`src/rtl/mem_stage_if.sv`:
```
// Data-memory port between the MEM stage and the data memory.
// The MEM stage is the master: it drives the request, address, write data
// and byte enables. The memory is the slave: it answers with ready and the
// read word.
interface mem_stage_if;
  logic        req;
  logic        we;
  logic [31:0] addr;
  logic [31:0] wdata;
  logic [3:0]  be;
  logic        ready;
  logic [31:0] rdata;

  modport master (
    output req, we, addr, wdata, be,
    input  ready, rdata
  );

  modport slave (
    input  req, we, addr, wdata, be,
    output ready, rdata
  );
endinterface

```
`src/rtl/mem_stage.sv`:
```
// MIPS memory-access stage sitting between EX/MEM and MEM/WB.
// It issues data-memory accesses over a req/ready handshake. It formats
// store lanes and load data for byte, half and word accesses. While memory
// is busy it stalls the front end. It flags misaligned accesses and
// timeouts, and it owns the MEM/WB pipeline register.
module mem_stage #(
  parameter int TIMEOUT = 16,
  parameter int CNT_W   = 5
) (
  input  logic        clk,
  input  logic        rst,
  input  logic [31:0] ALUResult_EXMEM,
  input  logic [31:0] rtData_EXMEM,
  input  logic [4:0]  writeRegister_EXMEM,
  input  logic        MemtoReg_EXMEM,
  input  logic        RegWriteEn_EXMEM,
  input  logic        MemReadEn_EXMEM,
  input  logic        MemWriteEn_EXMEM,
  input  logic [1:0]  MemSize_EXMEM,
  input  logic        LoadUnsigned_EXMEM,
  mem_stage_if.master dmem,
  output logic        stall_mem,
  output logic [4:0]  writeRegister_MEMWB,
  output logic [31:0] WBData_MEMWB,
  output logic        RegWriteEn_MEMWB,
  output logic        misalign_err,
  output logic        bus_err
);

  localparam logic [CNT_W-1:0] TIMEOUT_CNT = CNT_W'(TIMEOUT);

  typedef enum logic [0:0] {IDLE, WAIT} state_t;

  state_t           state, next_state;
  logic [CNT_W-1:0] wait_cnt;

  logic        op;
  logic        misalign;
  logic [1:0]  lane;
  logic        size_half;
  logic        size_word;
  logic [3:0]  lane_be;
  logic [31:0] lane_wdata;
  logic [7:0]  byte_lane;
  logic [15:0] half_lane;
  logic [31:0] load_data;
  logic        req_raw;
  logic        stall_raw;
  logic        complete;
  logic        abort;
  logic        cnt_load;
  logic        cnt_inc;

  // Decode the access type and detect misalignment.
  always_comb begin
    op        = MemReadEn_EXMEM | MemWriteEn_EXMEM;
    lane      = ALUResult_EXMEM[1:0];
    size_half = (MemSize_EXMEM == 2'b01);
    size_word = MemSize_EXMEM[1];
    misalign  = op & ((size_half & lane[0]) | (size_word & (lane != 2'b00)));
  end

  // Build the byte enables and replicate store data into every lane.
  always_comb begin
    lane_be    = 4'b1111;
    lane_wdata = rtData_EXMEM;
    case (MemSize_EXMEM)
      2'b00: begin
        lane_be    = 4'b0001 << lane;
        lane_wdata = {4{rtData_EXMEM[7:0]}};
      end
      2'b01: begin
        lane_be    = lane[1] ? 4'b1100 : 4'b0011;
        lane_wdata = {2{rtData_EXMEM[15:0]}};
      end
      default: begin
        lane_be    = 4'b1111;
        lane_wdata = rtData_EXMEM;
      end
    endcase
  end

  // Pick the addressed byte/half from the read word and extend it to 32 bits.
  always_comb begin
    byte_lane = dmem.rdata[7:0];
    case (lane)
      2'b00:   byte_lane = dmem.rdata[7:0];
      2'b01:   byte_lane = dmem.rdata[15:8];
      2'b10:   byte_lane = dmem.rdata[23:16];
      default: byte_lane = dmem.rdata[31:24];
    endcase
    half_lane = lane[1] ? dmem.rdata[31:16] : dmem.rdata[15:0];
    load_data = dmem.rdata;
    case (MemSize_EXMEM)
      2'b00: load_data = LoadUnsigned_EXMEM ? {24'b0, byte_lane}
                                            : {{24{byte_lane[7]}}, byte_lane};
      2'b01: load_data = LoadUnsigned_EXMEM ? {16'b0, half_lane}
                                            : {{16{half_lane[15]}}, half_lane};
      default: load_data = dmem.rdata;
    endcase
  end

  // FSM state register and wait counter.
  always_ff @(posedge clk or negedge rst) begin
    if (!rst) begin
      state    <= IDLE;
      wait_cnt <= '0;
    end else begin
      state <= next_state;
      if (cnt_load)
        wait_cnt <= CNT_W'(1);
      else if (cnt_inc)
        wait_cnt <= wait_cnt + 1'b1;
      else if (next_state == IDLE)
        wait_cnt <= '0;
    end
  end

  // Next-state logic and handshake decisions. The abort cycle does not
  // stall, so the timed-out instruction retires as a bubble.
  always_comb begin
    next_state = state;
    req_raw    = 1'b0;
    stall_raw  = 1'b0;
    complete   = 1'b0;
    abort      = 1'b0;
    cnt_load   = 1'b0;
    cnt_inc    = 1'b0;
    case (state)
      IDLE: begin
        if (op && !misalign) begin
          req_raw = 1'b1;
          if (dmem.ready) begin
            complete = 1'b1;
          end else begin
            next_state = WAIT;
            stall_raw  = 1'b1;
            cnt_load   = 1'b1;
          end
        end
      end
      WAIT: begin
        req_raw = 1'b1;
        if (dmem.ready) begin
          complete   = 1'b1;
          next_state = IDLE;
        end else if (wait_cnt == TIMEOUT_CNT) begin
          abort      = 1'b1;
          next_state = IDLE;
        end else begin
          stall_raw = 1'b1;
          cnt_inc   = 1'b1;
        end
      end
      default: next_state = IDLE;
    endcase
  end

  // Request and stall drop at once while reset is held, even mid-access.
  always_comb begin
    dmem.req   = rst & req_raw;
    dmem.we    = MemWriteEn_EXMEM;
    dmem.addr  = {ALUResult_EXMEM[31:2], 2'b00};
    dmem.wdata = lane_wdata;
    dmem.be    = lane_be;
    stall_mem  = rst & stall_raw;
  end

  // MEM/WB register: retire completed or non-memory instructions, otherwise
  // insert a bubble; error pulses are registered here too.
  always_ff @(posedge clk or negedge rst) begin
    if (!rst) begin
      writeRegister_MEMWB <= '0;
      WBData_MEMWB        <= '0;
      RegWriteEn_MEMWB    <= 1'b0;
      misalign_err        <= 1'b0;
      bus_err             <= 1'b0;
    end else begin
      misalign_err <= (state == IDLE) & misalign;
      bus_err      <= abort;
      if (complete || (state == IDLE && !op)) begin
        WBData_MEMWB        <= MemtoReg_EXMEM ? load_data : ALUResult_EXMEM;
        RegWriteEn_MEMWB    <= RegWriteEn_EXMEM;
        writeRegister_MEMWB <= writeRegister_EXMEM;
      end else begin
        RegWriteEn_MEMWB <= 1'b0;
      end
    end
  end

endmodule
```
`src/flat_wrapper.sv`:
```
// flat-port wrapper written by rule: the top's interface ports become plain ports
module mem_stage_flat 
#(
  parameter int TIMEOUT = 16,
  parameter int CNT_W   = 5
)
  (clk, rst, ALUResult_EXMEM, rtData_EXMEM, writeRegister_EXMEM, MemtoReg_EXMEM, RegWriteEn_EXMEM, MemReadEn_EXMEM, MemWriteEn_EXMEM, MemSize_EXMEM, LoadUnsigned_EXMEM, stall_mem, writeRegister_MEMWB, WBData_MEMWB, RegWriteEn_MEMWB, misalign_err, bus_err, dmem_req, dmem_we, dmem_addr, dmem_wdata, dmem_be, dmem_ready, dmem_rdata);
  mem_stage_if dmem_i ();
  input  logic clk;
  input  logic rst;
  input  logic [31:0] ALUResult_EXMEM;
  input  logic [31:0] rtData_EXMEM;
  input  logic [4:0] writeRegister_EXMEM;
  input  logic MemtoReg_EXMEM;
  input  logic RegWriteEn_EXMEM;
  input  logic MemReadEn_EXMEM;
  input  logic MemWriteEn_EXMEM;
  input  logic [1:0] MemSize_EXMEM;
  input  logic LoadUnsigned_EXMEM;
  output logic stall_mem;
  output logic [4:0] writeRegister_MEMWB;
  output logic [31:0] WBData_MEMWB;
  output logic RegWriteEn_MEMWB;
  output logic misalign_err;
  output logic bus_err;
  output wire logic [$bits(dmem_i.req)-1:0] dmem_req;
  output wire logic [$bits(dmem_i.we)-1:0] dmem_we;
  output wire logic [$bits(dmem_i.addr)-1:0] dmem_addr;
  output wire logic [$bits(dmem_i.wdata)-1:0] dmem_wdata;
  output wire logic [$bits(dmem_i.be)-1:0] dmem_be;
  input wire logic [$bits(dmem_i.ready)-1:0] dmem_ready;
  input wire logic [$bits(dmem_i.rdata)-1:0] dmem_rdata;
  assign dmem_req = dmem_i.req;
  assign dmem_we = dmem_i.we;
  assign dmem_addr = dmem_i.addr;
  assign dmem_wdata = dmem_i.wdata;
  assign dmem_be = dmem_i.be;
  assign dmem_i.ready = dmem_ready;
  assign dmem_i.rdata = dmem_rdata;
  mem_stage #(.TIMEOUT(TIMEOUT), .CNT_W(CNT_W)) u_core (.clk(clk), .rst(rst), .ALUResult_EXMEM(ALUResult_EXMEM), .rtData_EXMEM(rtData_EXMEM), .writeRegister_EXMEM(writeRegister_EXMEM), .MemtoReg_EXMEM(MemtoReg_EXMEM), .RegWriteEn_EXMEM(RegWriteEn_EXMEM), .MemReadEn_EXMEM(MemReadEn_EXMEM), .MemWriteEn_EXMEM(MemWriteEn_EXMEM), .MemSize_EXMEM(MemSize_EXMEM), .LoadUnsigned_EXMEM(LoadUnsigned_EXMEM), .dmem(dmem_i), .stall_mem(stall_mem), .writeRegister_MEMWB(writeRegister_MEMWB), .WBData_MEMWB(WBData_MEMWB), .RegWriteEn_MEMWB(RegWriteEn_MEMWB), .misalign_err(misalign_err), .bus_err(bus_err));
endmodule
```
`config.mk`:
```
export PLATFORM = sky130hd
export DESIGN_NAME = mem_stage_flat
export DESIGN_NICKNAME = d
export VERILOG_FILES = /design/src/rtl/mem_stage_if.sv /design/src/rtl/mem_stage.sv /design/src/flat_wrapper.sv
export SDC_FILE = /design/constraint.sdc
export NUM_CORES = 1
export LEC_CHECK = 0
export ABC_CLOCK_PERIOD_IN_PS = 4100
export BUFFER_PORTS_ARGS = -buffer_cell sky130_fd_sc_hd__buf_2
export CAP_MARGIN = 15
export CORE_MARGIN = 4
export CORE_UTILIZATION = 46
export CTS_CLUSTER_SIZE = 25
export DETAILED_ROUTE_END_ITERATION = 8
export GPL_ROUTABILITY_DRIVEN = 1
export GPL_TIMING_DRIVEN = 1
export PLACE_DENSITY = 0.85
export SYNTH_ARGS = -nofsm -noshare
export SYNTH_HDL_FRONTEND = slang
export SYNTH_SLANG_ARGS = --single-unit
```
`constraint.sdc`:
```
create_clock -name clk -period 4.1 [get_ports clk]
set_input_delay 0 -clock clk [delete_from_list [all_inputs] [get_ports clk]]
set_output_delay 0 -clock clk [all_outputs]
set_load 0.05 [all_outputs]
```
; Word-level counts from Yosys, hierarchy flattened
; Cells that the tools add are included.
[word_totals]
regBits = 46
inputBits = 111
word_cells = 59
[classes]
addsub = 1
eq_ne = 5
shifts = 1
n_mux = 28
n_bitwise = 9
n_reduce_logical = 8
[ops]
columns = cell, n
row1 = one-hot mux 32 bit (2 select lines), 2
row2 = two-way mux 32 bit, 3
row3 = one-hot mux 8 bit (3 select lines), 1
row4 = two-way mux 16 bit, 1
row5 = two-way mux 5 bit, 3
row6 = two-way mux 1 bit, 13
row7 = one-hot mux 4 bit (2 select lines), 1
row8 = bitwise AND 1 bit, 6
row9 = one-hot mux 1 bit (2 select lines), 3
row10 = adder 5 x 1 -> 5 bit (second input constant), 1
row11 = == test 5 bit (second input constant), 1
row12 = == test 2 x 1 -> 1 bit (second input constant), 2
row13 = zero test 2 bit, 2
row14 = two-way mux 4 bit, 1
row15 = left shift 1 x 2 -> 4 bit (first input constant), 1
row16 = != test 3 bit (second input constant), 1
row17 = == test 2 bit (second input constant), 1
row18 = logical AND 1 bit, 2
row19 = zero test 1 bit, 2
row20 = OR 1 bit, 2
row21 = nonzero test 2 bit, 1
row22 = logical OR 1 bit, 1
row23 = inverter 1 bit, 1

; Depth between registers and ports, before layout
[depth]
depth_word = 11
mapped_depth = 7

; Worst setup path after synthesis
; No wires, ideal clock.
[synth_timing]
path_kind = input to output
start = in MemSize_EXMEM[0]
end = out dmem_wdata[24]
arrival_ns = 1.532
path_slack_ns = 2.568
path_stages = 4
path_buffers = 2
path_cell_list = buf_2 -> buf_4 -> mux2i_1 -> o21ai_0
[synth_via]
elab_chain_cells = 2
[synth_lines]
columns = element, line_no
row1 = "start, declared", flat_wrapper.sv:18  ; input logic [1:0] MemSize_EXMEM;
row2 = == test 2 x 1 -> 1 bit / zero test 2 bit (equally long branches), mem_stage.sv:67  ; case (MemSize_EXMEM)
row3 = one-hot mux 32 bit (2 select lines) (*), mem_stage.sv:67
row4 = "end, declared", flat_wrapper.sv:29  ; output wire logic [$bits(dmem_i.wdata)-1:0] dmem_wdata;
; Every way passes the cells marked *; elsewhere a longest branch is shown, timed or not.

; Worst setup path after layout
[layout_timing]
start = reg u_core.state
end = reg u_core.WBData_MEMWB[4]
[layout_via]
elab_chain_cells = 3
[layout_lines]
columns = element, line_no
row1 = "start, declared", mem_stage.sv:34  ; state_t state, next_state;
row2 = "start signal, assigned", mem_stage.sv:109  ; state <= next_state;
row3 = inverter 1 bit, "mem_stage.sv:129, mem_stage.sv:181"
row4 = one-hot mux 1 bit (2 select lines) / logical AND 1 bit (equally long branches), "mem_stage.sv:129, mem_stage.sv:181"
row5 = logical OR 1 bit (*), mem_stage.sv:181  ; if (complete || (state == IDLE && !op)) begin
row6 = "end signal, assigned", mem_stage.sv:182  ; WBData_MEMWB <= MemtoReg_EXMEM ? load_data : ALUResult_EXMEM;
row7 = "end, declared", mem_stage.sv:24  ; output logic [31:0] WBData_MEMWB,
; Marks and branches as above.
; A chain may end at the register's enable or synchronous reset.

==> results.md <==
* Synth area leader: dfrtp_1
* Initial DRC count at 170
* Critical path's top delay family: compound AO/OA/AOI/OAI gates
* PD cells at 418 nW/um2
* Antenna violations before repair at 0
* Via density at 5.62
* Number of flops mapped to enable cells by yosys at 0
* Measured slew at the worst slew-check pin at 882 ps
* Final setup fails at 0
* RSZ-0062 raised after global routing: no
* Most frequent cells in the layout: buf_2, dfrtp_1, nor2_1
* H-tree depth at 2
* CTS tree: built
* Max incr delay on CP at 790 ps
* ANT cells at 0
* Number of fill cells in the layout at roughly 690
* Max rail drop VDD at 0.159 mV
* Clock tree buffer depth at 2
* Final Slew Violations at 0
* GRT Util Overall at 0.255
* Overflow after GRT at 0
* Largest fanout on the critical path at 39
* Final setup TNS at 0 ps
* Core area at around 7700 um2
* Synth Flop Type: dfrtp_1
* Final ANT Viol Nets at 0
* #FFs+latches synth at 46
* Global-route wire length before repair at 19.7 mm
* Vias in the first global route at 3,846
* Area Overhead vs Synth at 28.4%
* Slew HR at 0.412
* Fmax at roughly 360 MHz
* Area contributors post-synth: dfrtp_1, buf_4, mux2_2, mux2i_1, a211oi_1
* Syn Inst Count at 398
* Synth unique cells at 55
* Max Cap Viol at 0
* Clock-pin slew on the worst setup and hold paths at 90 ps
* Leak Pwr at around 2.2 nW
* Syn. warnings at 0
* Slowest CP cell: a221o_2
* Largest net degree at the start of global routing at 49
* Via count at 3,788
* Sequential-to-total area share from yosys stat at 0.318
* Die area at 9350 um2
* Pre-antenna DRT Iters at 5
* Async S/R FF share, synth at 1.00
* Critical path class: reg2reg
* Vert. Die Dim at between 90 and 100 um
* Routed WL per cell at 18.2 um
* Final wirelength at roughly 12 mm
* Final HPWL DP at 9.24 mm
* Final net count at 684
* Hold WC Path Type: in2reg
* Tcrit/Tclk final at 0.682
* Final Hold Vio Count at 0
* Synthesized area at between 3000 and 4000 um2
* PortBufs at 219
* Multi-input gate area at 1960 um2
* Row count at 32
* Crit path required time at between 4000 and 5000 ps
* WP buf/inv at 0
* Leading cell type in the layout, fill and taps excluded: buf_2
* Share of layout cells above drive strength 1 at 0.495
* Status: finished, final reports clean
* DRC at 0
* Setup crit end kind: flop
* Die X at 96.7 um
* Top Ports at 222
* # clock sinks at 46
* TritonCTS Buffers at 5
* Register area at 1150 um2
* Avg Inst Size Synth at between 9 and 10 um2
* Minimum clock period at 2800 ps
* Clk_skew at 16.1 ps
* Clk root buf: clkbuf_8
* Final GP Congestion at 0.854
* Arrival time worst endpoint at about 3000 ps
* Worst setup SP type: flop
* Top cell type's share of synthesized area at 0.318
* Clock latency at the later pin of the worst-skew pair at around 310 ps
* Initial Util at 0.471
* Tot Pwr at 0.00195 W
* CP Cell Sequence: nor3_1 > a221o_2 > nand2_1 > o31ai_1
[per-layer routing]
layer  wire length, um  vias up  GRT usage
met1              4590     1788      0.299
met2              6320      233      0.462
met4               265        0     0.0734
met5                 0        -          0
met3              1100       22     0.0570
li1                  -     1745          -
[power by group]
| group | internal, W | switching (W) |
|---|---|---|
| Clock | 0.000182 | 0.000163 |
| Sequential | 0.000540 | 0.0000529 |
| Combinational | 0.000265 | 0.000742 |
[registers in the layout, summed over array words and instances, names as in the netlist]
name                        count
u_core.WBData_MEMWB            32
u_core.wait_cnt                 5
u_core.writeRegister_MEMWB      5
u_core.RegWriteEn_MEMWB         1
u_core.bus_err                  1
u_core.misalign_err             1
u_core.state                    1
[final timing paths]
path / depth (start not counted) / end / slack, ps / from
min in group asynchronous: 3 / u_core.WBData_MEMWB[20] / 330 / rst
hold / removal: 3 / u_core.WBData_MEMWB[6] / 3 / dmem_rdata[6]
setup reg to reg: 4 / u_core.WBData_MEMWB[4] / 1300 / u_core.state
hold reg to reg: 2 / u_core.writeRegister_MEMWB[1] / 480 / u_core.writeRegister_MEMWB[1]
max in group asynchronous: 3 / u_core.writeRegister_MEMWB[3] / 3340 / rst
setup / recovery: 4 / u_core.WBData_MEMWB[4] / 1300 / u_core.state
[Yosys cell counts (all sizes together), types with 7 or more instances]
cell type	instances
o21ai	10
buf	62
dfrtp	46
mux2	16
a211oi	32
nand2	26
clkbuf	11
a211o	7
mux2i	17
nor2	46
a21oi	22
nor3	18
and3b	7
o22ai	7
a221oi	8
[what timing repair did]
item,4_1_cts,5_1_grt
setup buffers,0,0
hold buffers,16,0
gates resized for setup,0,0
endpoints found under the hold margin,61,0
[layout make-up]
| type | instances | area share |
|---|---|---|
| multi-input combinational | 273 | 0.421 |
| tap | 102 | 0.0274 |
| timing repair buffer | 238 | 0.275 |
| inverter | 7 | 0.00565 |
| clock buffer | 6 | 0.0156 |
| sequential | 46 | 0.248 |
| clock inverter | 2 | 0.00807 |
[worst reg2reg max path, stage by stage, from the launching register on]
cell	delay, ps
dfrtp_1	470
nor3_1	460
a221o_2	790
nand2_1	580
o31ai_1	400
[per-stage QoR]
step,hold WS (ps),utilization,setup WS (ps),instance area [um2],std cells
5_1_grt,2.86,0.605,1040,4650,674
3_3_place_gp,125,0.570,1460,4380,650
4_1_cts,0.947,0.605,1240,4650,674
2_1_floorplan,-296,-,2570,3620,399
3_5_place_dp,140,0.570,1250,4380,650
6_report,2.82,0.605,1300,4650,674
[cell families after synthesis]
kind of cell | count (synthesis) | share of synthesized area
simple gates | 126 | 0.176
buf+inv | 80 | 0.146
mux | 34 | 0.104
other cells | 1 | 0.00104
flops | 46 | 0.318
compound gates | 106 | 0.241
fa+ha+maj | 2 | 0.00691
xor+xnor | 3 | 0.00726
No activity file was read; power rests on OpenSTA's default activity.
